[config.mk]
export PLATFORM = sky130hd
export DESIGN_NAME = ps2_keyboard_receiver
export DESIGN_NICKNAME = d
export VERILOG_FILES = /design/src/rtl/ps2_keyboard_receiver.sv
export SDC_FILE = /design/constraint.sdc
export NUM_CORES = 1
export LEC_CHECK = 0
export ABC_AREA = 1
export BUFFER_PORTS_ARGS = -buffer_cell sky130_fd_sc_hd__buf_2
export CAP_MARGIN = 20
export CORE_ASPECT_RATIO = 0.7
export CORE_MARGIN = 5
export CORE_UTILIZATION = 54
export CTS_CLUSTER_SIZE = 20
export DETAILED_ROUTE_END_ITERATION = 8
export MAX_ROUTING_LAYER = met4
export PLACE_DENSITY = 0.76
export SETUP_SLACK_MARGIN = 0.5
export SYNTH_ARGS = -nofsm -noshare
export SYNTH_HDL_FRONTEND = slang
export SYNTH_SLANG_ARGS = --single-unit
[constraint.sdc]
create_clock -name clk -period 1.7 [get_ports clk]
set_input_delay 0.34 -clock clk [delete_from_list [all_inputs] [get_ports clk]]
set_output_delay 0.34 -clock clk [all_outputs]
set_load 0.03 [all_outputs]
[src/rtl/ps2_keyboard_receiver.sv]
// PS/2 keyboard receiver: 11-bit frame deserialiser with E0/F0 prefix tracking,
// stalled-frame timeout and scancode-to-ASCII translation.
// Optional build macro PS2_PARITY_CHECK_EN: also reject frames with even parity.
module ps2_keyboard_receiver #(
    parameter int clk_mhz    = 50,
    parameter int timeout_us = 100
) (
    input  logic       clk,
    input  logic       rst,
    input  logic       ps2_clk,
    input  logic       ps2_data,
    output logic       ps2_valid,
    output logic [7:0] ps2_scancode,
    output logic [7:0] ps2_ascii,
    output logic       ps2_break,
    output logic       ps2_extended,
    output logic       ps2_error
);
    localparam int TO_LIMIT = clk_mhz * timeout_us;
    localparam int TO_W     = $clog2(TO_LIMIT + 1);

    typedef enum logic [1:0] {S_IDLE, S_DATA, S_PARITY, S_STOP} state_t;

    state_t          r_state, w_state_nxt;
    logic            r_clk_s1, r_clk_s2, r_clk_s3;
    logic            r_dat_s1, r_dat_s2;
    logic [8:0]      r_frame;     // {parity, d7..d0} once PARITY has been shifted in
    logic [2:0]      r_bitcnt;
    logic [TO_W-1:0] r_to_cnt;
    logic            r_ext, r_brk;
    logic            r_valid, r_error;
    logic [7:0]      r_scancode, r_ascii;
    logic            r_break, r_extended;

    logic            w_fall, w_timeout, w_stop_edge, w_frame_good;
    logic [7:0]      w_byte;

    function automatic logic [7:0] f_ascii(input logic [7:0] sc);
        case (sc)
            8'h45: f_ascii = 8'h30;  8'h16: f_ascii = 8'h31;  8'h1E: f_ascii = 8'h32;
            8'h26: f_ascii = 8'h33;  8'h25: f_ascii = 8'h34;  8'h2E: f_ascii = 8'h35;
            8'h36: f_ascii = 8'h36;  8'h3D: f_ascii = 8'h37;  8'h3E: f_ascii = 8'h38;
            8'h46: f_ascii = 8'h39;
            8'h1C: f_ascii = 8'h41;  8'h32: f_ascii = 8'h42;  8'h21: f_ascii = 8'h43;
            8'h23: f_ascii = 8'h44;  8'h24: f_ascii = 8'h45;  8'h2B: f_ascii = 8'h46;
            8'h34: f_ascii = 8'h47;  8'h33: f_ascii = 8'h48;  8'h43: f_ascii = 8'h49;
            8'h3B: f_ascii = 8'h4A;  8'h42: f_ascii = 8'h4B;  8'h4B: f_ascii = 8'h4C;
            8'h3A: f_ascii = 8'h4D;  8'h31: f_ascii = 8'h4E;  8'h44: f_ascii = 8'h4F;
            8'h4D: f_ascii = 8'h50;  8'h15: f_ascii = 8'h51;  8'h2D: f_ascii = 8'h52;
            8'h1B: f_ascii = 8'h53;  8'h2C: f_ascii = 8'h54;  8'h3C: f_ascii = 8'h55;
            8'h2A: f_ascii = 8'h56;  8'h1D: f_ascii = 8'h57;  8'h22: f_ascii = 8'h58;
            8'h35: f_ascii = 8'h59;  8'h1A: f_ascii = 8'h5A;
            8'h29: f_ascii = 8'h20;  8'h5A: f_ascii = 8'h0D;  8'h66: f_ascii = 8'h08;
            default: f_ascii = 8'h00;
        endcase
    endfunction

    assign w_fall = r_clk_s3 & ~r_clk_s2;
    assign w_byte = r_frame[7:0];

    // Two-flop synchronisers plus one history flop for falling-edge detection; idle-high.
    always_ff @(posedge clk or negedge rst) begin
        if (!rst) begin
            r_clk_s1 <= 1'b1; r_clk_s2 <= 1'b1; r_clk_s3 <= 1'b1;
            r_dat_s1 <= 1'b1; r_dat_s2 <= 1'b1;
        end else begin
            r_clk_s1 <= ps2_clk;  r_clk_s2 <= r_clk_s1; r_clk_s3 <= r_clk_s2;
            r_dat_s1 <= ps2_data; r_dat_s2 <= r_dat_s1;
        end
    end

    // FSM state register.
    always_ff @(posedge clk or negedge rst) begin
        if (!rst) r_state <= S_IDLE;
        else      r_state <= w_state_nxt;
    end

    // Next state; a PS/2 edge takes priority over a timeout landing in the same cycle.
    always_comb begin
        w_state_nxt  = r_state;
        w_stop_edge  = 1'b0;
        w_timeout    = (r_state != S_IDLE) && !w_fall && (r_to_cnt == TO_W'(TO_LIMIT));
`ifdef PS2_PARITY_CHECK_EN
        w_frame_good = r_dat_s2 & (^r_frame);
`else
        w_frame_good = r_dat_s2;
`endif
        if (w_timeout) begin
            w_state_nxt = S_IDLE;
        end else if (w_fall) begin
            case (r_state)
                S_IDLE:   if (!r_dat_s2) w_state_nxt = S_DATA;
                S_DATA:   if (r_bitcnt == 3'd7) w_state_nxt = S_PARITY;
                S_PARITY: w_state_nxt = S_STOP;
                S_STOP: begin
                    w_stop_edge = 1'b1;
                    w_state_nxt = S_IDLE;
                end
                default:  w_state_nxt = S_IDLE;
            endcase
        end
    end

    // Idle timer: restarts on every PS/2 clock fall, frozen at zero in IDLE.
    always_ff @(posedge clk or negedge rst) begin
        if (!rst)                           r_to_cnt <= '0;
        else if (r_state == S_IDLE || w_fall) r_to_cnt <= '0;
        else                                r_to_cnt <= r_to_cnt + 1'b1;
    end

    // Shift register and bit counter: data LSB first, then the parity bit.
    always_ff @(posedge clk or negedge rst) begin
        if (!rst) begin
            r_frame  <= '0;
            r_bitcnt <= '0;
        end else if (w_fall) begin
            if (r_state == S_IDLE) r_bitcnt <= '0;
            if (r_state == S_DATA || r_state == S_PARITY) r_frame <= {r_dat_s2, r_frame[8:1]};
            if (r_state == S_DATA) r_bitcnt <= r_bitcnt + 1'b1;
        end
    end

    // Frame completion: prefix tracking, output registers and one-cycle pulses.
    always_ff @(posedge clk or negedge rst) begin
        if (!rst) begin
            r_ext <= 1'b0; r_brk <= 1'b0;
            r_valid <= 1'b0; r_error <= 1'b0;
            r_scancode <= '0; r_ascii <= '0;
            r_break <= 1'b0; r_extended <= 1'b0;
        end else begin
            r_valid <= 1'b0;
            r_error <= 1'b0;
            if (w_timeout || (w_stop_edge && !w_frame_good)) begin
                r_error <= 1'b1;
                r_ext   <= 1'b0;
                r_brk   <= 1'b0;
            end else if (w_stop_edge) begin
                if (w_byte == 8'hE0) begin
                    r_ext <= 1'b1;
                end else if (w_byte == 8'hF0) begin
                    r_brk <= 1'b1;
                end else begin
                    r_valid    <= 1'b1;
                    r_scancode <= w_byte;
                    r_ascii    <= r_ext ? 8'h00 : f_ascii(w_byte);
                    r_break    <= r_brk;
                    r_extended <= r_ext;
                    r_ext      <= 1'b0;
                    r_brk      <= 1'b0;
                end
            end
        end
    end

    assign ps2_valid    = r_valid;
    assign ps2_error    = r_error;
    assign ps2_scancode = r_scancode;
    assign ps2_ascii    = r_ascii;
    assign ps2_break    = r_break;
    assign ps2_extended = r_extended;
endmodule

* Yosys cells after proc, flatten, opt, wreduce, memory -nomap -nowiden
Memory sizes are Yosys's and may differ from the RTL's. Cells that the tools add are included. W data, S select, Z words.
Operators by class: $add $sub $neg 2, multipliers 0, divide/modulo/power cells 0, magnitude comparators 0, equal/unequal tests 11, shift-type cells 0, mux-type cells 26, bitwise operators 5, reductions and logical operators 19
Operators with widths (number):
- $eq A8 B8 Y1 const B | 2
- $mux W1 | 16
- $mux W8 | 2
- $add A13 B1 Y13 const B | 1
- $eq A13 B13 Y1 const B | 1
- $mux W13 | 1
- $ne A3 B3 Y1 const B | 3
- $mux W2 | 4
- $pmux W2 S4 | 1
- $reduce_and A2 Y1 | 4
- $reduce_bool A2 Y1 | 4
- $mux W3 | 2
- $eq A2 B2 Y1 const B | 2
- $not A1 Y1 | 4
- $reduce_and A4 Y1 | 1
- $add A3 B1 Y3 const B | 1
- $eq A3 B3 Y1 const B | 1
- $logic_and A1 B1 Y1 | 3
- $logic_or A1 B1 Y1 | 3
- $reduce_and A3 Y1 | 1
- $eq A2 B1 Y1 const B | 1
- $logic_not A1 Y1 | 2
- $logic_not A2 Y1 | 1
- $ne A2 B2 Y1 const B | 1
- $and A1 B1 Y1 | 1
Word-level totals: register bits after elaboration 54, bits in latches 0, bits in writable memories 0, ROM bits 896, input bits 4, output and inout bits 20, word-level logic and storage cells 81, memories kept 1
Memories:
- (no name shown) | depth 128, bits a word 7, rd ports 1, clocked after Yosys merged registers in 0, wr ports 0, RTL line 39 | case (sc)

* Depth between registers and ports, before layout
Gate-level depths: netlist of run 1.
word-level depth 10, gate-level depth with buffers 12, depth with buffers taken out 12

* Least setup slack after synthesis of run 1
Ideal clock, no wire load.
path type flip-flop to flip-flop, from reg r_frame[0], to reg r_scancode[4], in the netlist ps2_scancode[4], library setup time 0.121 ns, data arrival time 1.522 ns, required time 1.579 ns, path slack 0.057 ns, stages on the path, launching flop included 10, path buffers 1, period minus slack after synthesis 1.643 ns, cell sequence dfrtp_1 > inv_1 > ha_1 > nand2_1 > nor2_1 > a21oi_4 > nand3_4 > buf_6 > nand2_1 > o21ai_2
On the way: longest elaborated chain between the ends 3, elaborated cells on any way between the ends 5, classes of those cells 2 x eq/ne; 2 x bitwise; 1 x reduce/logical
Ends and longest elaborated chain:
- from (decl) | RTL line 27 | logic [8:0] r_frame;
- from (signal assigned) | RTL line 118 | if (r_state == S_DATA || r_state == S_PARITY) r_frame <= {r_dat_s2, r_frame[8:1]};
- $eq A8 B8 Y1 (on tied branches) | RTL line 140, 138
- $not A1 Y1 (no source line)
- $reduce_and A4 Y1 (no source line) (*)
- to (signal assigned) | RTL line 144 | r_scancode <= w_byte;
- to (decl) | RTL line 32 | logic [7:0] r_scancode, r_ascii;
Mark *: on every way between the ends. The rest lies on a longest branch, timed or not. A chain may end at the register's enable or synchronous reset.

* Final worst setup path of run 1
from reg r_to_cnt[1], to reg r_brk
On the way: longest elaborated chain between the ends 7, elaborated cells on any way between the ends 9, classes of those cells 2 x eq/ne; 2 x mux; 5 x reduce/logical
Ends and longest elaborated chain:
- from (decl) | RTL line 29 | logic [TO_W-1:0] r_to_cnt;
- from (signal assigned) | RTL line 108 | else r_to_cnt <= r_to_cnt + 1'b1;
- $eq A13 B13 Y1 (*) | RTL line 82 | w_timeout = (r_state != S_IDLE) && !w_fall && (r_to_cnt == TO_W'(TO_LIMIT));
- $logic_and A1 B1 Y1 (*) | RTL line 82
- $mux W1 | RTL line 88 | if (w_timeout) begin
- $logic_and A1 B1 Y1 | RTL line 133 | if (w_timeout || (w_stop_edge && !w_frame_good)) begin
- $logic_or A1 B1 Y1 | RTL line 133
- $ne A2 B2 Y1 (no source line) / $reduce_bool A2 Y1 (equally long branches)
- $reduce_and A2 Y1 (no source line)
- to (signal assigned) | RTL line 136 | r_brk <= 1'b0;
- to (signal assigned) | RTL line 141 | r_brk <= 1'b1;
- to (signal assigned) | RTL line 149 | r_brk <= 1'b0;
- to (decl) | RTL line 30 | logic r_ext, r_brk;
Marked as above.

==> impl_metrics.yaml, run 1 <==
critical_path:
  crit_type: "flop to flop"
  start_kind: "flop"
  critPathRequiredTime_ns: 1.91
  cp.arrival_ns: 1.84
  endpoint_kind: "flop"
  worst-path-max-fanout: 5
pwr:
  comb_power_share_pct: 58.8
  power_density_mw_per_mm2: 1440
  leakagePower_nw: 2.11
  power_frac_clock_pct: 11.9
  pwr-share-seq_pct: 29.4
  p_switching_mw: 2.93
  intPower_mw: 3.46
  irDropWorstVdd_mv: 0.897
  switching_share_pct: 45.9
grt:
  grt_pass1_vias: 2942
  grtUsageMet1_pct: 33.5
  grtUsageTotal_pct: 24.2
  antenna_found_initial: 0
  busiest_layer: "met2"
  overflow: 0
  grt_max_degree: 37
  gr-usage-met2_pct: 37.5
  grt_pass1_wl_um: 14100
  use_met3_pct: 4.87
status:
  status: "complete, no violations"
synth:
  synth_edf_count: 0
  synth_cells: 402
  yosysUniqueCellTypes: 36
  yosysSeqAreaShare_pct: 42.1
  syn_avg_cell_area_um2: 7.88
  synth_seq_cells: 53
  ys_top_cells_by_area: "dfrtp_1, nand2_1, ha_1, nand3_1, o21ai_0"
  syn-num-nets: 422
  synth_top_area_share_pct: 37.9
  synth_ff_type: "dfrtp_1"
  synth.most_common_cell: "nand2_1"
  mappedNetlistArea_mm2: 0.00317
  yosysWarnings: 0
  synth_common_cells: "nand2_1, dfrtp_1, nand3_1"
  yosysTopAreaCell: "dfrtp_1"
  synth_async_sr_flop_share_pct: 100
floorplan:
  fp.dieW_um: 102
  die_area_mm2: 0.00752
  rows: 23
  io_pins: 24
  die_h_um: 74.1
  core_mm2: 0.00570
  start_util_pct: 55.6
clock_network:
  cts_tree: "done"
  clkLatencyLatePin_ns: 0.32
  cts_buffer_depth: 2
  numClockSinks: 53
  cts_buffers: 5
  cts.reportedPaths.clkPinSlew_ns: 0.11
  ctsHtreeMaxLevel: 2
  cts_root_buf: "clkbuf_8"
timing:
  finalMaxSlewViolations: 0
  fin_crit_ns: 1.62
  rsz0062_at_grt: "yes"
  fin_worst_skew_ns: 0.0231
  fmax_mhz: 616
  hold_ws_ns: 0.114
  fin_crit_sh_pct: 95.5
  finalSetupViolCount: 0
  hold_viol_final: 0
cells_and_area:
  drive_gt1_share_pct: 43.0
  multiInputGateArea_mm2: 0.00197
  fin_cells: 554
  finalNetCount: 498
  seq_area_mm2: 0.00134
  finish.utilization_pct: 77.8
  areaGrowthSynthToFinish_pct: 39.9
  n_antenna_cell: 0
  fillers: 378
flow_run:
  maxCapViolations: 0
routing:
  wire_per_inst_um: 16.3
  vias: 3096
  viasPerCell: 5.59
  wl_um: 9030
  dr.pass1.iters: 5
  drt.antenna.violating_nets: 0
  drt_iter0_drc: 338
  drc_errors: 0
placement:
  port_buffers: 22
  gp_congestion: 0.991
  place_inst: 504
  post-dp-hpwl_um: 5630
worst_hold_path:
  hold_class: "primary input to flop"
-- cell type report --
cell class                      instances  area share [%]
Multi-Input combinational cell        296            44.5
Clock buffer                            7            1.95
Sequential cell                        53            30.2
Clock inverter                          1           0.169
Inverter                               41            3.87
Tap cell                               75            2.12
Timing Repair Buffer                   81            17.2
-- metal layers --
| layer | vias to the layer above | part of all wire, % |
|---|---|---|
| li1 | 1463 | - |
| met1 | 1463 | 44 |
| met2 | 146 | 46 |
| met3 | 24 | 7.9 |
| met4 | 0 | 1.7 |
| met5 | - | 0 |
-- flip-flops by register name, indices dropped and copies added (netlist names), 2 cells and up --
name          cells
ps2_ascii         7
ps2_scancode      8
r_bitcnt          3
r_frame           9
r_state           2
r_to_cnt         13
-- logic make-up (layout without fill, tap and decap cells) --
family	after synthesis	in the layout	synth area share, %
AO/OA/AOI/OAI	69	69	13.3
XOR/XNOR	1	1	0.277
adder cells (fa/ha/maj)	16	16	6.32
buffers and inverters	53	130	8.18
flip-flops	53	53	42.1
other	1	1	0.118
AND/OR/NAND/NOR	209	209	29.7
-- power by group through the flow --
stage                     clock network [mW]  registers, mW  logic (mW)
after global routing                   0.830           1.91        4.05
after CTS                              0.772           1.84        3.25
after detailed placement                   0           1.84        2.64
after floorplan                            0           2.02        1.77
final                                  0.758           1.88        3.75
after global placement                     0           1.83        2.62
-- stage by stage --
stage	setup TNS, ns	area, um^2	setup WS [ns]	total power [mW]
after floorplan	0	3310	0.205	3.79
after global placement	0	3540	0.0990	4.45
after detailed placement	0	3540	0.0927	4.49
after CTS	0	4140	0.157	5.86
after global routing	-0.0448	4430	-0.0448	6.79
final	0	4430	0.0765	6.39
-- layout by cell type, fill, tap and decap left out, types with 2 or more instances in the layout --
master    instances
a21oi_1          13
a21oi_2           3
buf_12            2
buf_2             3
buf_4            40
buf_6            34
clkbuf_8          6
dfrtp_1          44
dfrtp_2           4
dfstp_2           5
ha_1              8
ha_2              3
ha_4              5
inv_1            25
inv_2            11
inv_4             4
nand2_1          90
nand2_2          21
nand2_4          10
nand3_1          30
nand3_2           5
nand3_4           6
nand4_1           3
nor2_1           21
nor2_2            3
nor2_4           12
nor3_1            2
nor3_2            3
o211ai_1          2
o21ai_0          12
o21ai_1          14
o21ai_2          16
o31ai_1           3
-- final timing paths --
check / from / depth (start not counted) / endpoint / slack (ns)
worst max-delay path: r_to_cnt[1] / 10 / r_brk / 0.08
worst min-delay path: ps2_clk / 1 / r_clk_s1 / 0.11
worst max register to register: r_to_cnt[1] / 10 / r_brk / 0.08
worst min register to register: r_dat_s1 / 0 / r_dat_s2 / 0.36
max in group asynchronous: rst / 3 / r_frame[3] / 0.69
min in group asynchronous: rst / 2 / r_state[1] / 0.48
-- worst max-delay path, stage by stage (launching register included) --
cell and delay (ns):
dfrtp_1 0.44, inv_2 0.10, ha_4 0.14, buf_4 0.11, nand3_2 0.10, nor2_4 0.16
nand3_4 0.14, nand3_4 0.10, nand2_2 0.07, nand2_1 0.07, o21ai_1 0.08
-- what timing repair did --
item / in CTS / in global routing
resized for setup: 98 / 56
endpoints found under the setup margin: 62 / 64
buffers inserted: 27 / 14
hold buffers: 1 / 0
hold endpoints to repair: 12 / 0
pin swaps: 25 / 22
No activity file was read; power rests on OpenSTA's default activity.
==> run 2, diff against run 1 <==
Settings changed: BUFFER_PORTS_ARGS -buffer_cell sky130_fd_sc_hd__buf_2 to -buffer_cell sky130_fd_sc_hd__buf_4.
==> run 2 against run 1 <==
Against the previous run:
- clock-buffer cell count is the same
- clock power grew 4.1%
- via count grew 7.2%
- first-iteration DRC count grew 0.30%
- sequential power is essentially flat
- maximum frequency shrank 3.0%
- global-route usage grew 2.8 points
- critical endpoint is now r_state[1]
- highest routed layer unchanged
==> impl_metrics.yaml, run 2 (synthesized netlist as in run 1, its figures left out) <==
placement:
  port_buffers: 22
  placed_cell_area_mm2: 0.00361
  gp_congestion: 1.01
  post-dp-hpwl_um: 5790
clock_network:
  cts.reportedPaths.clkPinSlew_ns: 0.09
  cts_tree: "done"
  clkLatencyLatePin_ns: 0.31
  ctsHtreeMaxLevel: 2
  numClockSinks: 53
  cts_root_buf: "clkbuf_8"
  cts_buffers: 5
  cts_buffer_depth: 2
floorplan:
  fp.dieW_um: 102
  die_h_um: 74.1
  die_area_mm2: 0.00752
  rows: 23
  core_mm2: 0.00570
  io_pins: 24
  start_util_pct: 55.6
routing:
  wl_um: 10500
  vias: 3318
  drt_iter0_drc: 339
  drc_errors: 0
  drt.antenna.violating_nets: 0
  viasPerCell: 5.72
  wire_per_inst_um: 18.2
  dr.pass1.iters: 5
cells_and_area:
  finalNetCount: 524
  final_common_cell: "nand2_1"
  n_antenna_cell: 0
  final_cell_mix: "nand2_1, buf_4, dfrtp_1"
  drive_gt1_share_pct: 48.7
  areaGrowthSynthToFinish_pct: 52.3
  largest_reg_flops: 13
  regMostFlops: "r_to_cnt"
  finish.utilization_pct: 84.7
  design_area_mm2: 0.00482
critical_path:
  start_kind: "flop"
  path_delay_family: "simple AND/OR/NAND/NOR gates"
  cpMaxStageDelayCell: "dfrtp_1"
  slowest_delay_ns: 0.42
  cp_cell_sequence: "inv_1 -> ha_2 -> nand4_1 -> nor2_2 -> nand2_4 -> a22oi_2 -> nand3_1 -> o21ai_2"
  crit_buf_inv: 1
  crit_type: "flop to flop"
  cp.arrival_ns: 1.91
  critPathRequiredTime_ns: 1.94
  endpoint_kind: "flop"
  worst-path-max-fanout: 4
timing:
  rsz0062_at_grt: "yes"
  finalSetupViolCount: 0
  fin_crit_ns: 1.67
  fin_worst_skew_ns: 0.00608
  fmax_mhz: 597
  hold_ws_ns: 0.132
  finalMaxSlewViolations: 0
  hold_viol_final: 0
  fin_crit_sh_pct: 98.5
grt:
  grtUsageTotal_pct: 26.9
  grt_pass1_wl_um: 15400
  antenna_found_initial: 0
  grt_max_degree: 36
  overflow: 0
  grt_pass1_vias: 3017
pwr:
  irDropWorstVdd_mv: 0.840
  leakagePower_nw: 2.30
  totalPowerFinal_mw: 7.06
  power_density_mw_per_mm2: 1460
status:
  status: "complete, no violations"
flow_run:
  maxCapViolations: 0
worst_hold_path:
  hold_class: "primary input to flop"
[run 2: timing repair]
action	4_1_cts	5_1_grt
pin swaps	24	24
hold buffers	1	0
setup buffers	43	22
gates cloned	0	1
resized for setup	88	73
setup endpoints to repair	63	67
hold endpoints to repair	14	0
[run 2: metal layers]
metal  track usage (%)  wire length (um)  vias to the layer above
met2              41.3              5120                      191
met3              3.56               942                       33
met4              4.42               180                        0
li1                  -                 -                     1519
met1              38.9              4290                     1575
met5                 -                 0                        -
[run 2: final timing paths]
check / startpoint / to / slack [ns] / depth (start not counted)
worst max-delay path: r_to_cnt[0] / r_state[1] / 0.03 / 8
worst max register to register: r_to_cnt[0] / r_state[1] / 0.03 / 8
worst min register to register: r_dat_s1 / r_dat_s2 / 0.36 / 0
min in group asynchronous: rst / r_state[0] / 0.44 / 2
worst min-delay path: ps2_clk / r_clk_s1 / 0.13 / 1
max in group asynchronous: rst / r_clk_s3 / 0.76 / 3
[run 2: power breakdown]
group / switching [mW] / internal (mW) / leakage, nW / total (mW)
Clock: 0.420 / 0.369 / 0.0542 / 0.789
Combinational: 2.45 / 1.93 / 1.55 / 4.38
Sequential: 0.341 / 1.54 / 0.697 / 1.89
Total: 3.21 / 3.84 / 2.30 / 7.06
[run 2: through the flow]
step / setup slack [ns] / TNS, ns / cells
3_5_place_dp: -0.0309 / -0.0309 / 505
3_3_place_gp: -0.0367 / -0.0478 / 505
5_1_grt: -0.0939 / -0.196 / 580
2_1_floorplan: 0.205 / 0 / 402
4_1_cts: 0.140 / 0 / 557
6_report: 0.0254 / 0 / 580
[run 2: final cells by class]
cell class | count | area (um^2)
sequential | 53 | 1340
fill | 283 | 873
clock buffer | 7 | 96.3
clock inverter | 1 | 5.00
timing repair buffer | 107 | 1020
multi-input combinational | 296 | 2090
tap | 75 | 93.8
inverter | 41 | 179
[run 2: worst reg2reg max path, cell delays in order (launching register included)]
cell and delay [ns]:
dfrtp_1 0.42, inv_1 0.07, ha_2 0.17, nand4_1 0.09
nor2_2 0.19, nand2_4 0.11, a22oi_2 0.28, nand3_1 0.17
o21ai_2 0.10
==> run 3, diff against run 2 <==
Settings changed: GPL_TIMING_DRIVEN set to 0.
==> run 3 against run 2 <==
Against the previous run:
- register-to-register slack better by 0.06 ns
- first-iteration DRC count down 24%
- sequential share of layout area up 2.3 points
- global-route usage down 2.3 points
- hold slack worse by 0.072 ns
- worst setup slack better by 0.060 ns
- non-clock buffer count down 21
- power down 9.2%
- critical path depth up 1
- die area unchanged
- design area down 7.7%
==> impl_metrics.yaml, run 3 (synthesized netlist as in run 1, its figures left out) <==
status:
  status: "complete, no violations"
clock_network:
  ctsHtreeMaxLevel: 2
  cts_buffers: 5
  cts_buffer_depth: 2
  cts_root_buf: "clkbuf_8"
  clkLatencyLatePin_ns: 0.31
  numClockSinks: 53
  cts_tree: "done"
  cts.reportedPaths.clkPinSlew_ns: 0.10
pwr:
  pwr-share-seq_pct: 28.8
  totalPowerFinal_mw: 6.41
  intPower_mw: 3.58
  leakagePower_nw: 2.13
  switching_share_pct: 44.2
  comb_power_share_pct: 57.3
  p_switching_mw: 2.83
  power_density_mw_per_mm2: 1440
  power_frac_clock_pct: 13.8
  irDropWorstVdd_mv: 0.864
worst_hold_path:
  hold_class: "primary input to async pin"
grt:
  overflow: 0
  grtUsageTotal_pct: 24.7
  antenna_found_initial: 0
  grt_pass1_wl_um: 14200
  grt_max_degree: 54
  grt_pass1_vias: 2920
timing:
  fmax_mhz: 619
  hold_viol_final: 0
  fin_crit_ns: 1.61
  fin_worst_skew_ns: 0.0124
  rsz0062_at_grt: "yes"
  slew_headroom_pct: 56.0
  finalMaxSlewViolations: 0
  setup_tns_ns: 0
  finalSetupViolCount: 0
  worstMarginPinSlew_ns: 0.661
  fin_crit_sh_pct: 95.0
cells_and_area:
  design_area_mm2: 0.00446
  drive_gt1_share_pct: 44.0
  largest_reg_flops: 13
  final_cell_mix: "nand2_1, buf_4, dfrtp_1"
  final_common_cell: "nand2_1"
  areaGrowthSynthToFinish_pct: 40.6
  n_antenna_cell: 0
  regMostFlops: "r_to_cnt"
  finalNetCount: 503
  fillers: 398
  finish.utilization_pct: 78.2
critical_path:
  cp.arrival_ns: 1.80
  crit_type: "flop to flop"
  worst-path-max-fanout: 10
  endpoint_kind: "flop"
  start_kind: "flop"
  critPathRequiredTime_ns: 1.89
floorplan:
  start_util_pct: 55.6
  rows: 23
  io_pins: 24
  die_h_um: 74.1
  die_area_mm2: 0.00752
  core_mm2: 0.00570
  fp.dieW_um: 102
placement:
  port_buffers: 22
  placed_cell_area_mm2: 0.00357
  gp_congestion: 0.954
  post-dp-hpwl_um: 5590
routing:
  wire_per_inst_um: 15.6
  drt_iter0_drc: 256
  drt.antenna.violating_nets: 0
  wl_um: 8710
  dr.pass1.iters: 5
  vias: 3032
  viasPerCell: 5.42
  drc_errors: 0
flow_run:
  maxCapViolations: 0
run 3: final cells by class:
class                      instances  area (um^2)  share of cell area [%]
tap                               75         93.8                    2.11
sequential                        53         1340                    30.0
buffer                            12          125                    2.81
clock buffer                       6         82.6                    1.85
multi-input combinational        296         1940                    43.6
inverter                          41          166                    3.73
timing repair buffer              74          669                    15.0
clock inverter                     2         37.5                   0.842
run 3: per-layer routing:
layer	global-route usage, %	routed length (um)	share of wire [%]
met1	35.3	4150	48
met2	37.8	3940	45
met3	3.75	549	6.3
met4	4.13	73	0.84
met5	-	0	0
run 3: worst paths after layout:
path / startpoint / slack (ns) / endpoint / cells after the start
max in group asynchronous: rst / 1.17 / r_to_cnt[2] / 1
worst min register to register: r_clk_s1 / 0.36 / r_clk_s2 / 0
worst min-delay path: rst / 0.06 / r_to_cnt[4] / 1
worst max register to register: r_frame[0] / 0.09 / ps2_scancode[4] / 9
worst max-delay path: r_frame[0] / 0.09 / ps2_scancode[4] / 9
min in group clk: ps2_data / 0.14 / r_dat_s1 / 1
run 3: power by group through the flow:
stage | Combinational [mW] | Sequential (mW) | Clock, mW
finish | 3.67 | 1.85 | 0.887
global route | 3.99 | 1.88 | 0.954
CTS | 3.27 | 1.81 | 0.904
detailed placement | 2.68 | 1.85 | 0
global placement | 2.65 | 1.83 | 0
floorplan | 1.77 | 2.02 | 0
run 3: critical path: stages (launching register included):
cell and delay [ns]:
dfrtp_2 0.44, inv_4 0.08, ha_4 0.18, nand2_2 0.07, nor2_2 0.05, a21oi_4 0.19, nand3_4 0.18, buf_12 0.20
nand2_2 0.06, o21ai_2 0.05
run 3: metrics by stage:
stage | setup WS (ns) | hold slack (ns) | cells
after floorplan | 0.205 | 0.0444 | 402
after global placement | -0.0552 | 0.346 | 499
after detailed placement | -0.0262 | 0.350 | 499
after CTS | 0.137 | 0.0788 | 549
after global routing | 0.00845 | 0.101 | 559
final | 0.0851 | 0.0602 | 559
run 3: timing repair:
item	CTS	global route
setup buffers	41	10
setup endpoints to repair	62	64
pin swaps	29	20
cloned	1	0
hold buffers	0	0
resized for setup	58	60
